===== src/rtl/barrett_const_gen.sv =====
// barrett_const_gen: computes the Barrett constant T = floor(2^(2W)/P) for a
// modulus P with a radix-2 restoring divider, one quotient bit per cycle.
// It presents the latched P next to T, so the downstream modular multiplier
// always receives a matching pair.
// Optional feature macro: BARRETT_REM_EN adds rem_out = 2^(2W) mod P.
module barrett_const_gen #(
   parameter int WIDTH = 32
) (
   input  logic             clk,
   input  logic             rst,
   input  logic             start,
   input  logic [WIDTH-1:0] p_in,
   output logic             busy,
   output logic             done,
   output logic             err,
   output logic [WIDTH-1:0] p_out,
   output logic [WIDTH:0]   t_out
`ifdef BARRETT_REM_EN
   ,
   output logic [WIDTH-1:0] rem_out
`endif
);

   localparam int CNT_W = $clog2(2*WIDTH+1);
   localparam logic [CNT_W-1:0] LAST_CNT = CNT_W'(2*WIDTH);

   typedef enum logic [1:0] {
      IDLE = 2'd0,
      DIV  = 2'd1,
      DONE = 2'd2
   } state_t;

   state_t           state_q, state_d;
   logic [WIDTH:0]   rem_q, rem_d;
   logic [WIDTH:0]   quo_q, quo_d;
   logic [CNT_W-1:0] cnt_q, cnt_d;
   logic [WIDTH-1:0] p_q, p_d;
   logic [WIDTH:0]   t_q, t_d;
   logic             err_q, err_d;
`ifdef BARRETT_REM_EN
   logic [WIDTH-1:0] rem_out_q, rem_out_d;
`endif

   logic             p_valid;
   logic             div_bit;
   logic [WIDTH+1:0] r_shift;
   logic             r_ge;
   logic [WIDTH:0]   r_sub;
   logic [WIDTH:0]   r_next;
   logic [WIDTH:0]   q_next;

   // One restoring-division step: the dividend is a single 1 at bit 2W, so
   // only the first iteration shifts in a 1.  The partial remainder stays
   // below P, so the trial subtraction fits in W+1 bits once R' >= P.
   always_comb begin
      p_valid = p_in[WIDTH-1] && (p_in[WIDTH-2:0] != '0);
      div_bit = (cnt_q == '0);
      r_shift = {rem_q, div_bit};
      r_ge    = (r_shift >= {2'b00, p_q});
      r_sub   = r_shift[WIDTH:0] - {1'b0, p_q};
      r_next  = r_ge ? r_sub : r_shift[WIDTH:0];
      q_next  = {quo_q[WIDTH-1:0], r_ge};
   end

   // Next-state and register-update logic; results move only at accept or
   // completion.  On completion, the bit shifted out of Q must be zero for a
   // legal modulus, so it is reused as a sanity flag on err.
   always_comb begin
      state_d = state_q;
      rem_d   = rem_q;
      quo_d   = quo_q;
      cnt_d   = cnt_q;
      p_d     = p_q;
      t_d     = t_q;
      err_d   = err_q;
`ifdef BARRETT_REM_EN
      rem_out_d = rem_out_q;
`endif
      case (state_q)
         IDLE: begin
            if (start) begin
               p_d = p_in;
               if (p_valid) begin
                  state_d = DIV;
                  rem_d   = '0;
                  quo_d   = '0;
                  cnt_d   = '0;
                  err_d   = 1'b0;
               end else begin
                  state_d = DONE;
                  err_d   = 1'b1;
                  t_d     = '0;
`ifdef BARRETT_REM_EN
                  rem_out_d = '0;
`endif
               end
            end
         end
         DIV: begin
            rem_d = r_next;
            quo_d = q_next;
            cnt_d = cnt_q + CNT_W'(1);
            if (cnt_q == LAST_CNT) begin
               state_d = DONE;
               t_d     = q_next;
               err_d   = quo_q[WIDTH];
`ifdef BARRETT_REM_EN
               rem_out_d = r_next[WIDTH-1:0];
`endif
            end
         end
         DONE: begin
            state_d = IDLE;
         end
         default: begin
            state_d = IDLE;
         end
      endcase
   end

   // State and datapath registers; reset aborts any division in flight.
   always_ff @(posedge clk or posedge rst) begin
      if (rst) begin
         state_q <= IDLE;
         rem_q   <= '0;
         quo_q   <= '0;
         cnt_q   <= '0;
         p_q     <= '0;
         t_q     <= '0;
         err_q   <= 1'b0;
`ifdef BARRETT_REM_EN
         rem_out_q <= '0;
`endif
      end else begin
         state_q <= state_d;
         rem_q   <= rem_d;
         quo_q   <= quo_d;
         cnt_q   <= cnt_d;
         p_q     <= p_d;
         t_q     <= t_d;
         err_q   <= err_d;
`ifdef BARRETT_REM_EN
         rem_out_q <= rem_out_d;
`endif
      end
   end

   assign busy  = (state_q == DIV);
   assign done  = (state_q == DONE);
   assign err   = err_q;
   assign p_out = p_q;
   assign t_out = t_q;
`ifdef BARRETT_REM_EN
   assign rem_out = rem_out_q;
`endif

endmodule


===== config.mk =====
export PLATFORM = sky130hd
export DESIGN_NAME = barrett_const_gen
export DESIGN_NICKNAME = d
export VERILOG_FILES = /design/src/rtl/barrett_const_gen.sv
export SDC_FILE = /design/constraint.sdc
export NUM_CORES = 1
export LEC_CHECK = 0
export ABC_AREA = 1
export CAP_MARGIN = 0
export CORE_MARGIN = 10
export CORE_UTILIZATION = 53
export DETAILED_ROUTE_END_ITERATION = 16
export GPL_TIMING_DRIVEN = 1
export PLACE_DENSITY = 0.74
export SLEW_MARGIN = 40
export SYNTH_ARGS = -nofsm -noshare
export SYNTH_HDL_FRONTEND = slang
export SYNTH_SLANG_ARGS = --single-unit
export TNS_END_PERCENT = 10

===== constraint.sdc =====
create_clock -name clk -period 5.6 [get_ports clk]
set_input_delay 0.84 -clock clk [delete_from_list [all_inputs] [get_ports clk]]
set_output_delay 0.84 -clock clk [all_outputs]
set_load 0.05 [all_outputs]

==> metrics.md, run 1 <==
| Metric | Value |
|---|---|
| Largest area contributor in the netlist | `dfrtp_1` |
| Std cell rows | `46` |
| Yosys warns | `0` |
| CTS sink count | `~140` |
| Simple-gate portion of the synthesized area | `35.7%` |
| Fin crit period | `roughly 3.5 ns` |
| Setup-failing EPs final | `0` |
| CTS Root Cell | `clkbuf_16` |
| Setup ws final | `around 2.1 ns` |
| Fin Clk Skew | `around 0.012 ns` |
| Fin. max-slew vios | `0` |
| Crit path launch | `state_q[0]$_DFFE_PP0P_` |
| Worst Max-Slew Pin Slew | `0.830 ns` |
| Setup slack, reg-to-reg | `~2.1 ns` |
| CP arrival | `approximately 2.7 ns` |
| Sum of negative setup slack | `0 ns` |
| GRT overflow | `0` |
| Syn_area_per_cell | `~7.0 um2` |
| CP cell instances | `inv_2 -> nor2_4 -> buf_4 -> clkdlybuf4s50_1` |
| Fmax | `between 200 and 300 MHz` |
| Pre-CTS WS | `2.10 ns` |
| Hold_sp | `t_out[14]$_DFFE_PP0P_` |
| Synth top area cells | `dfrtp_1 (41%), nand2_1 (20%), inv_1 (7.5%)` |
| Worst-Skew Late Latency | `between 0.4 and 0.5 ns` |
| Reg2Reg Launch Point | `cnt_q[0]$_DFFE_PP0P_` |
| Clk pin slew, worst setup/hold paths | `0.07 ns` |
| RSZ-0062 raised after global routing | `false` |
| Yosys cell types | `39` |
| Total CTS buffers | `17` |
| Reg2reg end | `rem_q[3]$_DFFE_PP0P_` |
| Largest family of logic cells by synthesized area | `simple AND/OR/NAND/NOR gates` |
| Crit Path Max Fanout | `75` |
| Top-area cell type share of the netlist area | `around two fifths` |
| Cell Area, Placed | `~10000 um2` |
| WL final | `around 23000 um` |
| Post-DRT Antenna Nets | `0` |
| Tcrit/Tclk final | `62.6%` |
| DR vias/cell | `around 5.3` |
| Starting Density | `between 50% and 60%` |
| Seq cells post-synth | `~140` |
| Routability cong. | `roughly 0.9` |
| Htree depth | `4` |
| CP required | `between 4 and 5 ns` |
| Vias in the first global route | `between 7000 and 8000` |
| First-pass GRT wire length | `slightly below 40000 um` |
| Die Wd | `~150 um` |
| Sequential share of the synthesized area | `between 40% and 50%` |
| Worst Hold Path EP | `t_out[14]$_DFFE_PP0P_` |
| Die ar. | `~22000 um2` |
| Buf+Inv Stages, Crit Path | `3` |
| Resize count post-CTS | `0` |
| Share of cells above drive strength 1 | `around 4.8%` |
| Crit-path max cell delay | `0.96 ns` |
| Top_reg_cell synth | `dfrtp_1` |
| Routed wire per std cell | `roughly 15 um` |
| Syn Inst Count | `around 1200` |
| Worst path top cell family by delay | `buffers and inverters` |
| Crit path kind | `reg -> out` |
| Remaining DRCs | `0` |
| Final hold vios | `0` |
| Synth Area in Compound Gates | `5.84%` |
| Run status | `finished, final reports clean` |
| Filler instances | `around 1500` |
| EDFF count, synth | `0` |
| Layout area overhead | `20.2%` |
| Worst vdd ir | `0.000458 V` |
| Xor/xnor cell area share of the yosys netlist | `1.82%` |
| DR vias | `8107` |
| Seq. cell area | `3530 um2` |
| P per Cell Area | `697 nW/um2` |
| Top Ports | `just over 100` |
| Post-synth top cells | `nand2_1 (455), inv_1 (173), dfrtp_1 (141)` |
| Port buffer count | `between 100 and 150` |
| DR iter-0 viols | `between 500 and 600` |
| Mapped Area | `just under 9000 um2` |
| CTS Hold Buffers Added | `0` |
| Post-DP HPWL | `16000 um` |
| Drt first pass iters | `5` |
| Post-CTS setup repair buffer count | `0` |
| # placed instances | `1508` |
| Slew margin rel. | `between 40% and 50%` |
| Count leader, synth | `nand2_1` |
| Post-Syn Nets | `1304` |
| Final nets | `between 1000 and 1500` |
| Fin area | `slightly above 10000 um2` |
| Post-synth ARST share | `100%` |
| Largest net degree at the start of global routing | `about 110` |
| Mux cell area share after synthesis | `less than 1%` |
| Crit start category | `flip-flop` |
| Adder-Cell Fraction of Synth Area | `slightly above 5%` |
| Worst R2R Path Depth | `17` |
| Die Height | `~150 um` |
| Total of max-cap violations | `0` |
| Global Route Usage Sum | `a little over a fifth` |
| Multi-input logic area | `4240 um2` |
| Core area | `roughly 16000 um2` |
| Slowest-stage cell, CP | `clkdlybuf4s50_1` |
| Final non-filler cell total | `roughly 1500` |
| Worst hold stages | `2` |
| HP Class | `reg -> reg` |
| CTS tree | `done` |
| Static Leakage | `around 5.5 nW` |
| # diodes | `0` |
| Initial antenna violation count | `0` |
| Maximum clock path buffer count | `2` |
| Worst setup EP type | `output pin` |
-- worst register-to-register path, delay by kind of cell, from the launching register on --
family / cells / cell delay (ns)
and+or+nand+nor: 12 / 1.96
adders and majority gates: 3 / 0.77
DFF: 1 / 0.42
buffers and inverters: 2 / 0.23
-- metal layers --
metal	track usage, %	routed length (um)
met1	27.6	10300
met2	34.4	10700
met3	5.13	1390
met4	5.85	322
met5	0	0
-- layout by cell type, fill, tap and decap left out, types with 2 or more instances in the layout --
cell / Yosys / layout
a21o_1: 2 / 2
a21oi_1: 23 / 23
a31oi_1: 2 / 2
and2_1: 2 / 2
buf_4: 4 / 4
clkbuf_16: 0 / 17
clkdlybuf4s50_1: 0 / 102
clkinv_4: 0 / 2
clkinv_8: 0 / 4
dfrtp_1: 141 / 141
ha_1: 34 / 34
inv_1: 173 / 172
inv_2: 3 / 3
inv_6: 0 / 4
inv_8: 0 / 5
nand2_1: 455 / 454
nand2_2: 3 / 3
nand3_1: 128 / 128
nand3_2: 3 / 2
nand3_4: 1 / 2
nand3b_1: 9 / 9
nand4_1: 35 / 35
nor2_1: 52 / 51
nor2_2: 5 / 3
nor2_4: 1 / 4
nor3_1: 6 / 6
nor4_1: 8 / 8
o21ai_0: 60 / 60
o21ai_1: 8 / 8
or2_2: 4 / 4
xnor2_1: 16 / 16
xor2_1: 2 / 2
-- flip-flops by register name (all words and copies together) (netlist names) --
name     count
state_q      2
t_out       33
err          1
cnt_q        7
p_out       32
rem_q       33
quo_q       33
-- power by group --
group          leakage [nW]  switching [mW]  total, mW  internal (mW)
clock network         0.288           0.527       1.13          0.599
logic                  3.39            3.07       4.58           1.51
registers              1.87           0.211       1.53           1.32
-- logic make-up (layout without fill, tap and decap cells) --
family / after synthesis / in the layout
and+or+nand+nor: 715 / 715
buffers and inverters: 226 / 317
DFF: 141 / 141
AOI/OAI and AO/OA: 98 / 98
adders and majority gates: 35 / 35
xor gates and xnor gates: 18 / 18
muxes: 1 / 1
-- final cells by class --
| cell class | instances | area share (%) |
|---|---|---|
| multi-input combinational | 867 | 40.8 |
| sequential | 141 | 33.9 |
| clock inverter | 15 | 1.64 |
| inverter | 177 | 6.46 |
| tap | 216 | 2.60 |
| timing repair buffer | 108 | 10.4 |
| clock buffer | 17 | 4.09 |
-- metrics by stage --
step | hold WS, ns | utilization (%) | power [mW]
2_1_floorplan | 0.464 | - | 4.98
3_3_place_gp | 0.468 | 61.2 | 5.99
3_5_place_dp | 0.474 | 61.4 | 6.06
4_1_cts | 0.492 | 65.1 | 7.22
5_1_grt | 0.511 | 65.2 | 7.90
6_report | 0.487 | 65.2 | 7.24
-- worst max path at each step --
stage / cells after the start / slack [ns] / end
2_1_floorplan: 1 / 0.98 / cnt_q[0]$_DFFE_PP0P_
3_5_place_dp: 16 / 2.10 / t_out[0]$_DFFE_PP0P_
5_1_grt: 17 / 1.75 / rem_q[17]$_DFFE_PP0P_
6_report: 4 / 2.10 / busy
4_1_cts: 16 / 2.11 / t_out[0]$_DFFE_PP0P_
3_3_place_gp: 8 / 2.17 / t_out[10]$_DFFE_PP0P_
Note: power is estimated with default switching activity, not from simulation.
==> run 2: changes to the inputs <==
clock period = 3.55 ns   (was 5.6 ns; I/O delays follow)
==> run 2 against run 1 <==
  * Final area is 0.47% higher
  * Sequential cell count is the same
  * Non-clock buffer count grew 7
  * Largest power group unchanged
==> metrics.md, run 2 (synthesis gave the netlist of run 1 again) <==
| Metric | Value |
|---|---|
| Run status | `finished, final reports clean` |
| Reg2Reg Launch Point | `cnt_q[0]$_DFFE_PP0P_` |
| DR vias/cell | `slightly above 5` |
| Final hold vios | `0` |
| Post-DRT Antenna Nets | `0` |
| Final non-filler cell total | `about 1500` |
| Post-DP HPWL | `around 16000 um` |
| Htree depth | `4` |
| HP Class | `reg -> reg` |
| Sum of negative setup slack | `0 ns` |
| First-pass GRT wire length | `about 40000 um` |
| Drt first pass iters | `5` |
| Fmax | `~350 MHz` |
| Core area | `around 16000 um2` |
| CTS sink count | `roughly 140` |
| Setup-failing EPs final | `0` |
| Crit path launch | `cnt_q[0]$_DFFE_PP0P_` |
| Final nets | `roughly 1400` |
| Crit start category | `flip-flop` |
| CTS Hold Buffers Added | `0` |
| Worst hold stages | `2` |
| Global Route Usage Sum | `between 20 and 25%` |
| Most common cell after layout, fill and taps aside | `nand2_1` |
| Remaining DRCs | `0` |
| GRT overflow | `0` |
| Slowest-stage cell, CP | `dfrtp_1` |
| Vias in the first global route | `between 8000 and 9000` |
| Setup slack, reg-to-reg | `about 0.66 ns` |
| Worst Setup EP | `t_out[0]$_DFFE_PP0P_` |
| Most frequent cells in the layout | `nand2_1 (454), inv_1 (172), dfrtp_1 (141)` |
| Worst path top cell family by delay | `simple AND/OR/NAND/NOR gates` |
| CP arrival | `approximately 3.2 ns` |
| WL final | `around 23000 um` |
| Overall power | `about 11 mW` |
| Routability cong. | `just under 1` |
| CTS Root Cell | `clkbuf_16` |
| Fin crit period | `about 2.9 ns` |
| Worst-Skew Late Latency | `between 0.4 and 0.5 ns` |
| Top Ports | `a little over 100` |
| Clk pin slew, worst setup/hold paths | `0.06 ns` |
| Die ar. | `21800 um2` |
| Hold slack | `0.487 ns` |
| RSZ-0062 raised after global routing | `false` |
| Slew margin rel. | `50.4%` |
| P per Cell Area | `between 1000 and 1500 nW/um2` |
| Crit path kind | `reg -> reg` |
| Fin. max-slew vios | `0` |
| Starting Density | `a little over half` |
| Total of max-cap violations | `0` |
| Cell Area, Placed | `about 9900 um2` |
| DR vias | `8027` |
| CTS tree | `done` |
| Worst setup EP type | `flip-flop` |
| Initial antenna violation count | `0` |
| # placed instances | `1516` |
| CP required | `roughly 4 ns` |
| Fin Clk Skew | `~0.010 ns` |
| Port buffer count | `around 100` |
| Largest net degree at the start of global routing | `~140` |
| Worst vdd ir | `~0.00065 V` |
| Crit-path max cell delay | `0.42 ns` |
| CP cell instances | `inv_1 -> ha_1 -> nand2_1 -> nor2_1 -> nand3b_1 -> ha_1 -> fa_1 -> inv_1 -> nand3_1 -> nand3_2 -> nand2_1 -> nand2_1 -> nand2_2 -> nand3_4 -> nand2_1 -> o21ai_0` |
| Routed wire per std cell | `15.0 um` |
| Resize count post-CTS | `0` |
| Static Leakage | `5.56 nW` |
| Cell mode on critical path | `nand2_1` |
| Buf+Inv Stages, Crit Path | `2` |
| Worst Max-Slew Pin Slew | `~0.74 ns` |
| DR iter-0 viols | `slightly above 700` |
| Layout area overhead | `20.8%` |
| # diodes | `0` |
| Crit path depth | `16` |
| Fin area | `roughly 10000 um2` |
| Tcrit/Tclk final | `just over 80%` |
| Reg2reg end | `t_out[0]$_DFFE_PP0P_` |
| Worst R2R Path Depth | `16` |
| Share of cells above drive strength 1 | `~5.1%` |
| Std cell rows | `46` |
| Post-CTS setup repair buffer count | `0` |
| Die Height | `between 100 and 150 um` |
| Crit Path Max Fanout | `34` |
| Maximum clock path buffer count | `2` |
| Total CTS buffers | `17` |
| Die Wd | `between 100 and 150 um` |
[run 2: cell types whose count changed in the layout (fill, tap and decap cells not counted), sizes merged]
cell,change
buf,+7
bufinv,+2
clkbuf,+1
clkinv,-4
clkinvlp,+3
inv,-3
[run 2: area by class of cell]
cell class / count / area [um2]
fill: 1444 / 5500
multi-input combinational: 867 / 4230
sequential: 141 / 3530
timing repair buffer: 115 / 1170
inverter: 177 / 668
clock buffer: 18 / 429
tap: 216 / 270
clock inverter: 13 / 154
[run 2: where the power goes]
part / switching, mW / internal (mW)
registers: 0.332 / 2.08
logic: 4.85 / 2.41
clock network: 0.764 / 1.05
[run 2: per-stage QoR]
stage          setup slack, ns  util (%)
2_1_floorplan             1.06         -
3_3_place_gp             0.542      61.9
3_5_place_dp             0.562      61.9
4_1_cts                  0.652      65.5
5_1_grt                  0.349      65.5
6_report                 0.662      65.5
[run 2: worst reg2reg max path, stage by stage (launching register included)]
cell	delay, ns
dfrtp_1	0.42
inv_1	0.12
ha_1	0.16
nand2_1	0.05
nor2_1	0.12
nand3b_1	0.11
ha_1	0.22
fa_1	0.40
inv_1	0.11
nand3_1	0.10
nand3_2	0.11
nand2_1	0.06
nand2_1	0.10
nand2_2	0.08
nand3_4	0.31
nand2_1	0.15
o21ai_0	0.18
[run 2: worst min-delay path by stage]
stage	startpoint	endpoint	slack [ns]
floorplan	quo_q[32]$_DFFE_PP0P_	quo_q[32]$_DFFE_PP0P_	0.46
global placement	t_out[17]$_DFFE_PP0P_	t_out[17]$_DFFE_PP0P_	0.47
detailed placement	t_out[19]$_DFFE_PP0P_	t_out[19]$_DFFE_PP0P_	0.48
CTS	t_out[19]$_DFFE_PP0P_	t_out[19]$_DFFE_PP0P_	0.49
global route	t_out[19]$_DFFE_PP0P_	t_out[19]$_DFFE_PP0P_	0.52
finish	t_out[14]$_DFFE_PP0P_	t_out[14]$_DFFE_PP0P_	0.49
[run 2: layer usage]
| metal | vias to the layer above | track usage [%] | part of all wire (%) |
|---|---|---|---|
| met5 | - | 0 | 0 |
| met3 | 30 | 5.95 | 5.4 |
| met1 | 3732 | 27.4 | 46 |
| met2 | 198 | 36.2 | 47 |
| li1 | 4067 | - | - |
| met4 | 0 | 6.64 | 1.9 |
==> run 3: changes to the inputs <==
clock period = 2.8 ns   (was 3.55 ns; I/O delays follow)
==> run 3 against run 2 <==
  * Final cell count increased by 1.2%
  * Worst hold slack lost 0.074 ns
  * Sequential cell count did not move
  * Largest power group unchanged
  * Sequential power is 26% higher
  * Maximum frequency rose by 10%
  * First-iteration DRC count decreased by 24%
  * Highest routed layer unchanged
  * Register-to-register slack worse by 0.48 ns
  * Worst setup slack got worse by 0.48 ns
  * Sequential share of layout area decreased by 0.74 points
==> metrics.md, run 3 (synthesis gave the netlist of run 1 again) <==
| Metric | Value |
|---|---|
| DR vias | `8138` |
| CTS Root Cell | `clkbuf_16` |
| Crit path kind | `reg -> reg` |
| First-pass GRT wire length | `~40000 um` |
| Crit-path max cell delay | `about 0.40 ns` |
| Core area | `~16000 um2` |
| Final hold vios | `0` |
| Static Leakage | `~5.7 nW` |
| Cell mode on critical path | `nand2_1` |
| Worst-Skew Late Latency | `0.43 ns` |
| Routed wire per std cell | `around 15 um` |
| Psw | `~7.8 mW` |
| Crit Path Max Fanout | `7` |
| WL final | `~24000 um` |
| DR vias/cell | `5.20` |
| DR iter-0 viols | `approximately 550` |
| Largest net degree at the start of global routing | `80` |
| Layout area overhead | `23.5%` |
| Filler instances | `between 1000 and 1500` |
| Comb pwr share | `64.6%` |
| Switch share | `roughly half` |
| Clock share of power | `about 15%` |
| Crit path launch | `cnt_q[1]$_DFFE_PP0P_` |
| CP cell instances | `inv_1 -> ha_1 -> nand2_1 -> nor2_2 -> nand3b_1 -> ha_2 -> fa_2 -> inv_2 -> nand3_1 -> nand3_2 -> nand2_1 -> nand2_2 -> nand2_4 -> nand3_4 -> clkbuf_16 -> nand2_1 -> nand3_1 -> nand2_1` |
| Fin crit period | `roughly 2.6 ns` |
| Fin area | `approximately 11000 um2` |
| Post-DRT Antenna Nets | `0` |
| Setup slack, reg-to-reg | `roughly 0.18 ns` |
| Remaining DRCs | `0` |
| CTS sink count | `approximately 140` |
| Crit start category | `flip-flop` |
| Clk pin slew, worst setup/hold paths | `around 0.070 ns` |
| CP arrival | `2.93 ns` |
| CTS tree | `done` |
| Starting Density | `between 50% and 60%` |
| Worst Max-Slew Pin Slew | `approximately 0.62 ns` |
| Worst vdd ir | `just under 0.0008 V` |
| Die Wd | `around 150 um` |
| Most frequent cells in the layout | `nand2_1 (452), inv_1 (170), dfrtp_1 (141)` |
| CTS Hold Buffers Added | `0` |
| Tcrit/Tclk final | `roughly 93%` |
| Setup ws final | `between 0.15 and 0.2 ns` |
| Final core utilization | `about 67%` |
| Top Ports | `between 100 and 150` |
| HP Class | `in -> async` |
| Sum of negative setup slack | `0 ns` |
| Post-DP HPWL | `between 15000 and 20000 um` |
| Run status | `finished, final reports clean` |
| Sequential share of power | `about a fifth` |
| P per Cell Area | `about 1400 nW/um2` |
| Slew margin rel. | `about three fifths` |
| Slowest-stage cell, CP | `dfrtp_1` |
| Pre-CTS WS | `0.110 ns` |
| Share of cells above drive strength 1 | `between 7 and 8%` |
| Cell Area, Placed | `~10000 um2` |
| Die Height | `148 um` |
| Initial antenna violation count | `1` |
| Setup-failing EPs final | `0` |
| Overall power | `15.2 mW` |
| Htree depth | `4` |
| Fmax | `382 MHz` |
| Internal | `around 7.3 mW` |
| Fin Clk Skew | `around 0.016 ns` |
| Fin. max-slew vios | `0` |
| Maximum clock path buffer count | `2` |
| Total of max-cap violations | `0` |
| Worst setup EP type | `flip-flop` |
| GRT overflow | `0` |
| Drt first pass iters | `5` |
| Most common cell after layout, fill and taps aside | `nand2_1` |
| Reg2Reg Launch Point | `cnt_q[1]$_DFFE_PP0P_` |
| Final nets | `~1400` |
| Die ar. | `approximately 22000 um2` |
| CP required | `about 3.1 ns` |
| Routability cong. | `0.964` |
| Port buffer count | `102` |
| Global Route Usage Sum | `~22%` |
| Vias in the first global route | `between 8000 and 9000` |
| Std cell rows | `46` |
| Total CTS buffers | `17` |
==> run 3: layer usage <==
| metal | part of all wire, % | global-route usage (%) | vias up |
|---|---|---|---|
| li1 | - | - | 4098 |
| met1 | 44 | 27.0 | 3796 |
| met2 | 48 | 36.7 | 211 |
| met3 | 5.9 | 5.31 | 33 |
| met4 | 1.6 | 7.09 | 0 |
| met5 | 0 | 0 | - |
==> run 3: final cells by class <==
cell class / instances / area, um2 / share of cell area (%)
inverters: 177 / 668 / 6.26
repair buffers: 131 / 1350 / 12.7
flip-flops and latches: 141 / 3530 / 33.0
well taps: 216 / 270 / 2.53
diodes: 1 / 2.50 / 0.0234
multi-input cells: 868 / 4260 / 39.9
clock buffers: 17 / 425 / 3.98
clock inverters: 15 / 170 / 1.59
==> run 3: power by group through the flow <==
| stage | clock network [mW] | logic [mW] | registers (mW) |
|---|---|---|---|
| floorplan | 0 | 6.00 | 3.95 |
| global placement | 0 | 9.33 | 3.05 |
| detailed placement | 0 | 9.42 | 3.07 |
| CTS | 2.33 | 9.49 | 3.05 |
| global route | 2.41 | 10.9 | 3.13 |
| finish | 2.31 | 9.79 | 3.05 |
==> run 3: final timing paths <==
kind,end,depth (start not counted)
max in group asynchronous,state_q[0]$_DFFE_PP0P_,3
worst min-delay path,rem_q[24]$_DFFE_PP0P_,2
worst max register to register,rem_q[11]$_DFFE_PP0P_,18
worst min register to register,t_out[18]$_DFFE_PP0P_,2
worst max-delay path,rem_q[11]$_DFFE_PP0P_,18
min in group clk,t_out[18]$_DFFE_PP0P_,2
==> run 3: worst max-delay path: cells and delay by family, from the launching register on <==
| kind | cells | cell delay [ns] |
|---|---|---|
| adder cells (fa/ha/maj) | 3 | 0.74 |
| buffers and inverters | 3 | 0.33 |
| flip-flops | 1 | 0.40 |
| AND/OR/NAND/NOR | 12 | 1.02 |
==> run 3: through the flow <==
stage,instances,hold slack (ns)
2_1_floorplan,1234,0.464
3_3_place_gp,1525,0.465
3_5_place_dp,1525,0.473
4_1_cts,1557,0.422
5_1_grt,1565,0.460
6_report,1566,0.413
==> run 3: timing repair <==
item,4_1_cts,5_1_grt
resized for setup,0,9
buffers inserted,0,6
setup endpoints to repair,0,34
